$ cat config.mk
export PLATFORM = sky130hd
export DESIGN_NAME = pattern_scheduler
export DESIGN_NICKNAME = d
export VERILOG_FILES = /design/src/rtl/pattern_scheduler_pkg.sv /design/src/rtl/pattern_scheduler_rr_arbiter.sv /design/src/rtl/pattern_scheduler.sv
export SDC_FILE = /design/constraint.sdc
export NUM_CORES = 1
export LEC_CHECK = 0
export CORE_ASPECT_RATIO = 1.2
export CORE_MARGIN = 8
export CORE_UTILIZATION = 46
export CTS_CLUSTER_SIZE = 10
export DETAILED_ROUTE_END_ITERATION = 12
export PLACE_DENSITY = 0.85
export REMOVE_ABC_BUFFERS = 1
export SYNTH_ARGS = -nofsm -noshare
export SYNTH_HDL_FRONTEND = slang
export SYNTH_SLANG_ARGS = --single-unit
$ cat constraint.sdc
create_clock -name CLOCK_25 -period 2.9 [get_ports CLOCK_25]
set_input_delay 0.87 -clock CLOCK_25 [delete_from_list [all_inputs] [get_ports CLOCK_25]]
set_output_delay 0.87 -clock CLOCK_25 [all_outputs]
set_load 0.01 [all_outputs]
$ cat src/rtl/pattern_scheduler_pkg.sv
// Shared definitions for the pattern scheduler.
//   - sched_state_t : scheduler FSM state encoding
//   - CMD_W_DEFAULT : default command word width
//   - SCORE_W       : width of the saturating hit counter
//   - popcount8     : counts set bits of an up-to-8-bit lane vector
package pattern_scheduler_pkg;

    typedef enum logic [2:0] {
        ST_IDLE    = 3'd0,
        ST_ARB     = 3'd1,
        ST_READ    = 3'd2,
        ST_LOAD    = 3'd3,
        ST_DELIVER = 3'd4,
        ST_DONE    = 3'd5
    } sched_state_t;

    localparam int CMD_W_DEFAULT = 4;
    localparam int SCORE_W       = 16;

    // Number of set bits in an 8-bit vector; lane vectors are zero-extended to 8 bits.
    function automatic logic [3:0] popcount8(input logic [7:0] v);
        logic [3:0] cnt;
        cnt = 4'd0;
        for (int i = 0; i < 8; i++) begin
            cnt = cnt + {3'd0, v[i]};
        end
        return cnt;
    endfunction

endpackage

$ cat src/rtl/pattern_scheduler_rr_arbiter.sv
// Combinational round-robin arbiter for the pattern lanes.
// Searches the pending vector upward from rr_ptr, wrapping at NUM_LANES.
// Ports:
//   pending      in  NUM_LANES  lanes waiting for a command
//   rr_ptr       in  PTR_W      lane with highest priority this round
//   grant_onehot out NUM_LANES  one-hot winner (zero when nothing pending)
//   grant_idx    out PTR_W      index of the winner
//   any_req      out 1          at least one lane pending
module pattern_scheduler_rr_arbiter #(
    parameter int NUM_LANES = 3,
    parameter int PTR_W     = $clog2(NUM_LANES)
) (
    input  logic [NUM_LANES-1:0] pending,
    input  logic [PTR_W-1:0]     rr_ptr,
    output logic [NUM_LANES-1:0] grant_onehot,
    output logic [PTR_W-1:0]     grant_idx,
    output logic                 any_req
);

    // Priority search starting at rr_ptr; the first pending lane found wins.
    always_comb begin
        logic             w_found;
        logic [PTR_W:0]   w_sum;
        logic [PTR_W-1:0] w_idx;
        grant_onehot = '0;
        grant_idx    = '0;
        w_found      = 1'b0;
        w_sum        = '0;
        w_idx        = '0;
        for (int i = 0; i < NUM_LANES; i++) begin
            w_sum = {1'b0, rr_ptr} + (PTR_W+1)'(i);
            // rr_ptr is always below NUM_LANES, so one subtraction wraps it
            if (w_sum >= (PTR_W+1)'(NUM_LANES)) begin
                w_sum = w_sum - (PTR_W+1)'(NUM_LANES);
            end else begin
                w_sum = w_sum;
            end
            w_idx = w_sum[PTR_W-1:0];
            if (!w_found && pending[w_idx]) begin
                w_found             = 1'b1;
                grant_idx           = w_idx;
                grant_onehot[w_idx] = 1'b1;
            end else begin
                w_found = w_found;
            end
        end
        any_req = |pending;
    end

endmodule

$ cat src/rtl/pattern_scheduler.sv
// Pattern scheduler: hands the shared command list out to the falling-note
// lanes one command at a time, round-robin, reading a synchronous ROM.
// Ports:
//   CLOCK_25     in  1          system clock
//   reset_n      in  1          synchronous active-low reset
//   start        in  1          begin/restart a game (IDLE or DONE only)
//   req          in  NUM_LANES  per-lane request pulses (pattern left screen)
//   ponto        in  NUM_LANES  per-lane hit pulses
//   rom_addr     out ADDR_W     registered ROM address
//   rom_data     in  CMD_W      ROM output, one cycle after rom_addr sampled
//   cmd_out      out CMD_W      command for the granted lane (held)
//   cmd_valid    out NUM_LANES  one-hot single-cycle delivery strobe
//   list_idx     out ADDR_W     index of next command to fetch
//   score        out 16         saturating hit count
//   busy         out 1          fetch/delivery in progress
//   fim_de_jogo  out 1          list exhausted
module pattern_scheduler
    import pattern_scheduler_pkg::*;
#(
    parameter int NUM_LANES = 3,
    parameter int CMD_W     = CMD_W_DEFAULT,
    parameter int ADDR_W    = 6,
    parameter int LIST_LEN  = 10
) (
    input  logic                 CLOCK_25,
    input  logic                 reset_n,
    input  logic                 start,
    input  logic [NUM_LANES-1:0] req,
    input  logic [NUM_LANES-1:0] ponto,
    output logic [ADDR_W-1:0]    rom_addr,
    input  logic [CMD_W-1:0]     rom_data,
    output logic [CMD_W-1:0]     cmd_out,
    output logic [NUM_LANES-1:0] cmd_valid,
    output logic [ADDR_W-1:0]    list_idx,
    output logic [SCORE_W-1:0]   score,
    output logic                 busy,
    output logic                 fim_de_jogo
);

    localparam int               PTR_W    = $clog2(NUM_LANES);
    localparam logic [ADDR_W-1:0] LAST_IDX = ADDR_W'(LIST_LEN - 1);

    sched_state_t           r_state;
    sched_state_t           w_state_next;
    logic [NUM_LANES-1:0]   r_pending;
    logic [PTR_W-1:0]       r_rr_ptr;
    logic [PTR_W-1:0]       r_grant;
    logic [ADDR_W-1:0]      r_rom_addr;
    logic [CMD_W-1:0]       r_cmd_out;
    logic [NUM_LANES-1:0]   r_cmd_valid;
    logic [ADDR_W-1:0]      r_list_idx;
    logic [SCORE_W-1:0]     r_score;
    logic                   r_busy;
    logic                   r_fim;

    logic [NUM_LANES-1:0]   w_grant_onehot;
    logic [PTR_W-1:0]       w_grant_idx;
    logic                   w_any_req;
    logic                   w_do_clear;
    logic                   w_do_grant;
    logic                   w_last;
    logic                   w_req_en;
    logic                   w_score_en;
    logic [NUM_LANES-1:0]   w_pending_set;
    logic [NUM_LANES-1:0]   w_pending_clr;
    logic [NUM_LANES-1:0]   w_grant_mask;
    logic [PTR_W-1:0]       w_rr_ptr_next;
    logic [3:0]             w_pop;
    logic [SCORE_W:0]       w_score_sum;
    logic [SCORE_W-1:0]     w_score_next;

    pattern_scheduler_rr_arbiter #(
        .NUM_LANES (NUM_LANES),
        .PTR_W     (PTR_W)
    ) u_rr_arbiter (
        .pending      (r_pending),
        .rr_ptr       (r_rr_ptr),
        .grant_onehot (w_grant_onehot),
        .grant_idx    (w_grant_idx),
        .any_req      (w_any_req)
    );

    // Next-state logic and the single-cycle control strobes of the FSM.
    always_comb begin
        w_state_next = r_state;
        w_do_clear   = 1'b0;
        w_do_grant   = 1'b0;
        case (r_state)
            ST_IDLE: begin
                if (start) begin
                    w_state_next = ST_ARB;
                    w_do_clear   = 1'b1;
                end else begin
                    w_state_next = ST_IDLE;
                end
            end
            ST_ARB: begin
                if (w_any_req) begin
                    w_state_next = ST_READ;
                    w_do_grant   = 1'b1;
                end else begin
                    w_state_next = ST_ARB;
                end
            end
            ST_READ:    w_state_next = ST_LOAD;
            ST_LOAD:    w_state_next = ST_DELIVER;
            ST_DELIVER: begin
                if (w_last) begin
                    w_state_next = ST_DONE;
                end else begin
                    w_state_next = ST_ARB;
                end
            end
            ST_DONE: begin
                if (start) begin
                    w_state_next = ST_ARB;
                    w_do_clear   = 1'b1;
                end else begin
                    w_state_next = ST_DONE;
                end
            end
            default: w_state_next = ST_IDLE;
        endcase
    end

    // Datapath helpers: request gating, grant masks, pointer wrap, saturating score.
    always_comb begin
        w_last        = (r_list_idx == LAST_IDX);
        w_req_en      = (r_state != ST_IDLE) && (r_state != ST_DONE);
        w_score_en    = w_req_en;
        w_pending_set = req & {NUM_LANES{w_req_en}};
        // grant clears after the set term so a same-cycle request is consumed
        w_pending_clr = w_do_grant ? w_grant_onehot : '0;
        w_grant_mask  = NUM_LANES'(1) << r_grant;
        if (r_grant == PTR_W'(NUM_LANES - 1)) begin
            w_rr_ptr_next = '0;
        end else begin
            w_rr_ptr_next = r_grant + PTR_W'(1);
        end
        w_pop       = popcount8(8'(ponto));
        w_score_sum = {1'b0, r_score} + (SCORE_W+1)'(w_pop);
        if (w_score_sum[SCORE_W]) begin
            w_score_next = '1;
        end else begin
            w_score_next = w_score_sum[SCORE_W-1:0];
        end
    end

    // State register; busy and fim_de_jogo are registered from the next state.
    always_ff @(posedge CLOCK_25) begin
        if (!reset_n) begin
            r_state <= ST_IDLE;
            r_busy  <= 1'b0;
            r_fim   <= 1'b0;
        end else begin
            r_state <= w_state_next;
            r_busy  <= (w_state_next == ST_READ) || (w_state_next == ST_LOAD) ||
                       (w_state_next == ST_DELIVER);
            r_fim   <= (w_state_next == ST_DONE);
        end
    end

    // Pending lanes, round-robin pointer and the latched grant index.
    always_ff @(posedge CLOCK_25) begin
        if (!reset_n) begin
            r_pending <= '0;
            r_rr_ptr  <= '0;
            r_grant   <= '0;
        end else if (w_do_clear) begin
            r_pending <= '0;
            r_rr_ptr  <= '0;
        end else begin
            r_pending <= (r_pending | w_pending_set) & ~w_pending_clr;
            if (w_do_grant) begin
                r_grant <= w_grant_idx;
            end
            if (r_state == ST_DELIVER) begin
                r_rr_ptr <= w_rr_ptr_next;
            end
        end
    end

    // ROM address launch, command capture and the delivery strobe.
    always_ff @(posedge CLOCK_25) begin
        if (!reset_n) begin
            r_rom_addr  <= '0;
            r_cmd_out   <= '0;
            r_cmd_valid <= '0;
        end else begin
            if (w_do_grant) begin
                r_rom_addr <= r_list_idx;
            end
            // captured while in LOAD so the strobe is visible exactly in DELIVER
            if (r_state == ST_LOAD) begin
                r_cmd_out   <= rom_data;
                r_cmd_valid <= w_grant_mask;
            end else begin
                r_cmd_valid <= '0;
            end
        end
    end

    // List position and score accumulation.
    always_ff @(posedge CLOCK_25) begin
        if (!reset_n) begin
            r_list_idx <= '0;
            r_score    <= '0;
        end else if (w_do_clear) begin
            r_list_idx <= '0;
            r_score    <= '0;
        end else begin
            if ((r_state == ST_DELIVER) && !w_last) begin
                r_list_idx <= r_list_idx + ADDR_W'(1);
            end
            if (w_score_en) begin
                r_score <= w_score_next;
            end
        end
    end

    assign rom_addr    = r_rom_addr;
    assign cmd_out     = r_cmd_out;
    assign cmd_valid   = r_cmd_valid;
    assign list_idx    = r_list_idx;
    assign score       = r_score;
    assign busy        = r_busy;
    assign fim_de_jogo = r_fim;

endmodule

-- After elaboration in Yosys (flattened, before gate mapping)
Index checks and enable logic that the tools add are counted.
- eq/ne operators: 12
- shifts and indexed selects: 1
- $add $sub $neg: 10
- reductions and logical operators: 19
- magnitude comparators: 9
- bitwise logic cells: 8
- muxes and demuxes: 35
- operator list (operator ; count):
    two-way mux 3 bit ; 6
    case mux 3 bit (6 select lines) ; 1
    adder 16 x 3 -> 17 bit ; 1
    two-way mux 16 bit ; 1
    two-way mux 2 bit ; 8
    two-way mux 1 bit ; 13
    equality test 3 x 2 -> 1 bit, second input constant ; 4
    equality test 3 bit, second input constant ; 4
    less-than comparator 2 x 3 -> 1 bit, second input constant ; 3
    OR 3 bit ; 3
    logical AND 1 bit ; 7
    adder 6 x 1 -> 6 bit, second input constant ; 1
    AND 3 bit ; 2
    binary-select mux 1 bit (select 2 bit) ; 3
    demux 1 bit (select 2 bit) ; 3
    equality test 6 x 4 -> 1 bit, second input constant ; 1
    greater-or-equal comparator 2 x 1 -> 1 bit, second input constant ; 3
    greater-or-equal comparator 3 x 2 -> 1 bit, second input constant ; 2
    subtractor 2 bit, second input constant ; 3
    AND reduction 2 bit ; 2
    OR reduction 2 bit ; 2
    adder 2 x 1 -> 3 bit ; 1
    adder 2 x 1 -> 3 bit, second input constant ; 1
    adder 2 x 2 -> 3 bit, second input constant ; 1
    14 further kinds ; 18
- output and inout bits: 37
- flip-flop bits (word level): 47
- input bits: 13

-- Depth between registers and ports, before layout
Gate-level depths: netlist of run 1.
- word-level depth: 14
- mapped depth: 7

-- By module
A second synthesis of run 1 with hierarchy kept.
- cell total of the unflattened synthesis: 268
- area total of the unflattened synthesis: 2381.0 µm²
- by module, submodules not included (module ; cells an instance ; area each (µm²) ; instances ; sequential area each (µm²)):
    pattern_scheduler ; 229 ; 2108.3 ; 1 ; 940.9
    pattern_scheduler_rr_arbiter ; 39 ; 272.8 ; 1 ; 0.0

-- Worst setup path after synthesis of run 1
OpenSTA, ideal clock, no wires.
- kind: in2reg
- start: input ponto[0]
- end: register r_score[11] (netlist: score[11])
- arrival time: 2.631 ns
- cell stages on the path: 7
- setup slack: 0.132 ns
- data required time: 2.763 ns
- cells stage by stage: fa_1 > ha_1 > fa_1 > o211a_1 > nand3_1 > clkbuf_1 > a31oi_1
- word-level cells in the longest chain between the ends: 4
- RTL lines (item ; RTL line ; source):
    start: declaration ; pattern_scheduler.sv:29 ; input logic [NUM_LANES-1:0] ponto,
    adder 1 x 1 -> 2 bit ; pattern_scheduler_pkg.sv:25 ; cnt = cnt + {3'd0, v[i]};
    adder 2 x 1 -> 3 bit ; pattern_scheduler_pkg.sv:25 ;
    adder 16 x 3 -> 17 bit ; pattern_scheduler.sv:141 ; w_score_sum = {1'b0, r_score} + (SCORE_W+1)'(w_pop);
    two-way mux 16 bit ; pattern_scheduler.sv:142 ; if (w_score_sum[SCORE_W]) begin
    end signal: assignment ; pattern_scheduler.sv:216 ; r_score <= w_score_next;
    end: declaration ; pattern_scheduler.sv:52 ; logic [SCORE_W-1:0] r_score;
No other way between the ends.
A chain may end at the register's enable or synchronous reset.

-- Final worst setup path of run 1
- start: input ponto[1]
- end: register r_score[14] (netlist: score[14])
Same word-level chain as after synthesis.

==> results.md, run 1 <==
- CP Class: input pin to register
- Clk_lat worst skew: a little over 300 ps
- Core Box Area: ~5200 µm²
- Area growth, synth to finish: 27.1%
- Aggregate negative setup slack: 0 ps
- Leak: between 1 and 1.5 nW
- Maximum vdd drop: roughly 260 µV
- ANT nets after route: 0
- Hold Vio Cnt, Final: 0
- Final Setup Violations: 0
- CTS tree: yes
- Flops & latches, synth: 47
- Setup crit end kind: register
- Post-synth cell types: 48
- Starting Density: 0.472
- Detailed placer's ending HPWL: 4.45 mm
- CTS clk-pin slew, worst paths: approximately 90 ps
- Seq/Total Area, Yosys: 0.382
- Routed wire per std cell: approximately 15 µm
- IO Count: 50
- Dominant synthesized flop cell: dfxtp_1
- Synth Warn #: 0
- Relative slew slack: 0.415
- Worst Path Max Fanout: 4
- Largest net degree at the start of global routing: 23
- Tot GR Track Use: 0.149
- Vias per inst: approximately 5.8
- CP Data Required Time: between 3000 and 4000 ps
- Slew Limit Fails: 0
- Mean post-synth cell area: slightly below 9 µm²
- Max frequency: ~390 MHz
- Fin crit period: between 2000 and 3000 ps
- Diode count: 0
- Outcome: finished, final reports clean
- Area leader, netlist: dfxtp_1
- Post-synth EDFFs: 0
- Area contributors post-synth: dfxtp_1 (38%), mux2i_1 (4.5%), ha_1 (4.1%)
- Filler cells: about 480
- Worst-Margin Slew: roughly 880 ps
- Clock root cell: clkbuf_8
- Non-filler cells, final: just under 400
- CTS sink cnt: 47
- Final net count: ~350
- FP Rows: 29
- Die ar.: around 8000 µm²
- Critical Path AT: between 2000 and 3000 ps
- Die Ht: between 90 and 100 µm
- Drt pass-1 iters: 4
- Share of cells above drive strength 1: 0.0706
- Hold Path Class: register to register
- Post-Syn Area: 2460 µm²
- Multi-input combinational cell area: around 1400 µm²
- Synth Instances: about 280
- Util after Layout: 0.599
- DRC: 0
- Die Wd: a little over 80 µm
- Pwr dens: 404 nW/µm²
- Buffers added on ports: between 40 and 50
- GP Congestion: roughly 0.89
- FF/Latch Area: ~940 µm²
- First-pass GRT wire length: slightly above 10 mm
- CTS H-Tree Depth: 2
- Commonest non-fill, non-tap cells in the layout: dfxtp_1 (47), clkdlybuf4s50_1 (47), nor2_1 (19), a21oi_1 (19), nand2_1 (19)
- Vias: around 2,200
- Setup Skew: 15.1 ps
- Startpoint types: input pin
- Clk buf depth: 2
- Unrepaired setup endpoints after global routing: false
- Max cap viols: 0
- Final WL: about 5.9 mm
- Initial drt markers: 95
- Placed Cells: 380
- Antenna violations before repair: 0
- Clock buffer count from CTS: 5
- Post-synth ARST share: 0
- Synth top area share: 0.382
- Vias in the first global route: approximately 2,200
- Total Power: roughly 1.3 mW
- Final critical-path share of the clock period: 0.886
- GRT overflow: 0
-- path summary, 6_finish.rpt --
path,start,endpoint,slack (ps),cells past startpoint
hold / removal,cmd_out[0],cmd_out[0],460,2
setup / recovery,ponto[1],score[14],330,7
setup reg to reg,score[0],score[14],740,6
hold reg to reg,cmd_out[0],cmd_out[0],460,2
-- cell type report --
type / count / share of cell area
clock buffer: 5 / 0.0220
clock inverter: 3 / 0.00719
inverter: 11 / 0.0132
multi-input combinational: 205 / 0.456
sequential: 47 / 0.300
tap: 62 / 0.0248
timing repair buffer: 55 / 0.177
-- where the power goes --
group / total, mW / internal, mW / switching [mW] / leakage, nW
clock network: 0.417 / 0.175 / 0.242 / 0.0489
registers: 0.686 / 0.658 / 0.0282 / 0.379
logic: 0.161 / 0.0781 / 0.0834 / 0.653
total: 1.26 / 0.910 / 0.354 / 1.08
-- worst max-delay path, cell delays in order --
cell and delay, ps:
dlymetal6s2s_1 140, fa_2 590, ha_4 140, fa_2 250, o211ai_4 100, or4_1 550
o211a_1 140
-- cells by family after synthesis --
| family | share of synthesized area |
|---|---|
| XOR/XNOR | 0.0361 |
| buffers and inverters | 0.0488 |
| adder cells (fa/ha/maj) | 0.0569 |
| multiplexers | 0.0447 |
| AND/OR/NAND/NOR | 0.233 |
| AO/OA/AOI/OAI | 0.199 |
| flip-flops | 0.382 |
-- timing repair --
item                                    in CTS  in global routing
hold buffers                                 0                  0
buffers inserted                             0                  0
gates resized for setup                      2                  5
pin swaps                                    1                  1
endpoints found under the setup margin       4                  8
endpoints found under the hold margin        0                  0
-- flip-flops by register name, indices dropped and copies added (netlist names) --
register     flops
score           16
list_idx         6
rom_addr         6
cmd_out          4
cmd_valid        3
r_pending        3
r_state          3
r_grant          2
r_rr_ptr         2
busy             1
fim_de_jogo      1
-- synthesized netlist by cell type, types with 5 or more instances --
| master | instances |
|---|---|
| o21ai_0 | 17 |
| o21a_1 | 6 |
| dfxtp_1 | 47 |
| inv_1 | 11 |
| mux2i_1 | 11 |
| ha_1 | 8 |
| or3_1 | 7 |
| nand3_1 | 13 |
| xor2_1 | 5 |
| nor3_1 | 6 |
| nand2b_1 | 5 |
| nor2_1 | 19 |
| nand2_1 | 19 |
| clkbuf_1 | 8 |
| a31oi_1 | 11 |
| nand4_1 | 7 |
| a21oi_1 | 19 |
-- through the flow --
stage	setup WS, ps	area, µm²	hold slack, ps
floorplan	158	2380	467
global placement	-351	3010	447
detailed placement	-423	3010	455
CTS	1.48	3110	467
global route	280	3130	489
finish	331	3130	465
-- metal layers --
layer | up-vias | part of all wire | global-route usage
met3 | 6 | 0.070 | 0.0449
li1 | 1110 | - | -
met1 | 1042 | 0.42 | 0.161
met2 | 84 | 0.50 | 0.274
met4 | 0 | 0.0082 | 0.0499
met5 | - | 0 | 0
Power figures use the tool's default switching activity.
==> run 2, diff against run 1 <==
--- a/config.mk
+++ b/config.mk
@@ -12,6 +12,7 @@
 export DETAILED_ROUTE_END_ITERATION = 12
 export PLACE_DENSITY = 0.85
 export REMOVE_ABC_BUFFERS = 1
+export SLEW_MARGIN = 20
 export SYNTH_ARGS = -nofsm -noshare
 export SYNTH_HDL_FRONTEND = slang
 export SYNTH_SLANG_ARGS = --single-unit
==> results of run 2 <==
Final layout, timing and power as in run 1 (identical DEF).
==> run 3, diff against run 2 <==
--- a/config.mk
+++ b/config.mk
@@ -5,12 +5,13 @@
 export SDC_FILE = /design/constraint.sdc
 export NUM_CORES = 1
 export LEC_CHECK = 0
+export CAP_MARGIN = 0
 export CORE_ASPECT_RATIO = 1.2
 export CORE_MARGIN = 8
-export CORE_UTILIZATION = 46
+export CORE_UTILIZATION = 35
 export CTS_CLUSTER_SIZE = 10
 export DETAILED_ROUTE_END_ITERATION = 12
-export PLACE_DENSITY = 0.85
+export PLACE_DENSITY = 0.69
 export REMOVE_ABC_BUFFERS = 1
 export SLEW_MARGIN = 20
 export SYNTH_ARGS = -nofsm -noshare
==> results.md, run 3 (synthesized netlist as in run 1, its figures left out) <==
- First-pass GRT wire length: 10.2 mm (+0.21%)
- Vias: 2,153 (-4.0%)
- Maximum vdd drop: 250 µV (-5.4%)
- Final net count: 351 (+0.86%)
- Area growth, synth to finish: 30.9%
- Setup WS pre-CTS: -468 ps (-44.3 ps)
- Hold EP: cmd_out[0]
- ANT nets after route: 0 (unchanged)
- Total Power: 1.41 mW (+12%)
- Hold Vio Cnt, Final: 0 (unchanged)
- CP Data Required Time: 3110 ps (about the same)
- Die Wd: 92.6 µm (+12%)
- Clk_lat worst skew: 300 ps (about the same)
- Fin crit period: 2670 ps (+98.7 ps)
- Startpoint types: input pin
- Antenna violations before repair: 0 (unchanged)
- Cells along the critical path: dlymetal6s2s_1 -> fa_2 -> ha_2 -> fa_2 -> buf_4 -> o211ai_4 -> or4_1 -> o211a_1
- RR Endpoint: score[15]
- Die Ht: 108 µm (+12%)
- Final Setup Violations: 0 (unchanged)
- Worst r2r src: score[0]
- Vias in the first global route: 2,184 (-2.6%)
- Worst-Margin Slew: 876 ps (-0.479 ps)
- Die ar.: 9990 µm² (+25%)
- CTS clk-pin slew, worst paths: 90 ps (about the same)
- Initial drt markers: 82 (-14%)
- Clk buf depth: 2 (unchanged)
- Outcome: finished, final reports clean
- Leak: 1.11 nW (+3.0%)
- Worst Path Max Fanout: 3 (-1)
- Tot GR Track Use: 0.124 (-0.0253)
- Max cap viols: 0 (unchanged)
- CTS H-Tree Depth: 2 (unchanged)
- Vias per inst: 5.18 (-10%)
- Diode count: 0 (unchanged)
- Worst reg2reg setup slack: 620 ps (-120 ps)
- Share of cells above drive strength 1: 0.0790 (+0.00848)
- Cts hold-fix bufs: 0 (unchanged)
- Unrepaired setup endpoints after global routing: false
- Pwr dens: 437 nW/µm² (+8.3%)
- Largest net degree at the start of global routing: 23 (unchanged)
- Drt pass-1 iters: 4 (unchanged)
- R2R depth: 6 (unchanged)
- CP most frequent cell: fa_2
- Slew Limit Fails: 0 (unchanged)
- DRC: 0 (unchanged)
- Routed wire per std cell: 14.5 µm (-4.3%)
- Setup ws final: 233 ps (-98.7 ps)
- Detailed placer's ending HPWL: 4.54 mm (+2.1%)
- Relative slew slack: 0.415 (about the same)
- Max reg flops: 16 (unchanged)
- GP Congestion: 0.915 (+2.8%)
- GRT overflow: 0 (unchanged)
- Setup Skew: 14.0 ps (-1.13 ps)
- CTS sink cnt: 47 (unchanged)
- Final critical-path share of the clock period: 0.920 (+0.0340)
- Util after Layout: 0.473 (-0.126)
- Max frequency: 375 MHz (-3.7%)
- Starting Density: 0.362 (-0.110)
- Setup crit end kind: register
- Area after DPL: 3040 µm² (+1.0%)
- CP Class: input pin to register
- Critical Path AT: 2870 ps (+100 ps)
- Final WL: 6.03 mm (+2.6%)
- Clock root cell: clkbuf_8
- Clock buffer count from CTS: 5 (unchanged)
- Commonest non-fill, non-tap cells in the layout: dfxtp_1 (47), clkdlybuf4s50_1 (47), nor2_1 (19), a21oi_1 (19), nand2_1 (19)
- FP Rows: 33 (+14%)
- Buffers added on ports: 49 (unchanged)
- IO Count: 50 (unchanged)
- Hold Path Class: register to register
- Core Box Area: 6810 µm² (+30%)
- CTS tree: yes
- Slowest CP cell: fa_2
- Hold_sp: cmd_out[0]
- CP max stage delay: 570 ps (-20 ps)
- Finished Cell Area: 3220 µm² (+3.0%)
- Hold depth: 2 (unchanged)
==> run 3: changes by cell type in the layout (fill, tap and decap cells not counted), sizes merged <==
cell,previous run,this run
bufinv,0,2
inv,13,11
clkbuf,5,6
buf,6,9
clkinv,1,0
==> run 3: timing repair <==
action | in CTS | in global routing
setup buffers | 0 | 3
setup endpoints to repair | 3 | 8
gates cloned | 0 | 0
pin swaps | 1 | 2
resized for setup | 4 | 4
==> run 3: per-layer routing <==
| metal | up-vias | wire [µm] | global-route usage |
|---|---|---|---|
| met4 | 0 | 53 | 0.0392 |
| li1 | 1108 | - | - |
| met1 | 986 | 2630 | 0.140 |
| met2 | 51 | 2980 | 0.213 |
| met5 | - | 0 | 0 |
| met3 | 8 | 368 | 0.0433 |
==> run 3: through the flow <==
stage | std cells | hold slack (ps) | setup TNS, ps
final | 416 | 461 | 0
after global routing | 416 | 489 | 0
after CTS | 413 | 462 | -4.21
after detailed placement | 405 | 449 | -4620
after global placement | 405 | 447 | -3800
after floorplan | 263 | 467 | 0
==> run 3: area by class of cell <==
type,instances,area [µm²]
Clock inverter,2,60.1
Fill cell,641,3590
Tap cell,87,109
Sequential cell,47,941
Timing Repair Buffer,58,579
Inverter,11,41.3
Multi-Input combinational cell,205,1420
Clock buffer,6,72.6
==> run 3: power by group <==
group / internal, mW / switching [mW] / total [mW] / leakage, nW
registers: 0.657 / 0.0281 / 0.686 / 0.379
logic: 0.0759 / 0.0826 / 0.159 / 0.668
clock network: 0.345 / 0.222 / 0.566 / 0.0654
total: 1.08 / 0.332 / 1.41 / 1.11
==> run 3: worst max-delay path, delay by kind of cell <==
kind	cells	cell delay, ps
adder cells (fa/ha/maj)	3	980
AO/OA/AOI/OAI	2	200
buffers and inverters	2	270
AND/OR/NAND/NOR	1	540
==> run 3: worst max path at each step <==
stage / start / end / slack (ps) / cells past startpoint
after floorplan: ponto[0] / score[15] / 160 / 6
after global placement: ponto[0] / score[15] / -360 / 7
after detailed placement: ponto[0] / score[15] / -470 / 7
after CTS: ponto[0] / score[15] / -4 / 7
after global routing: ponto[0] / score[14] / 160 / 8
final: ponto[0] / score[14] / 230 / 8
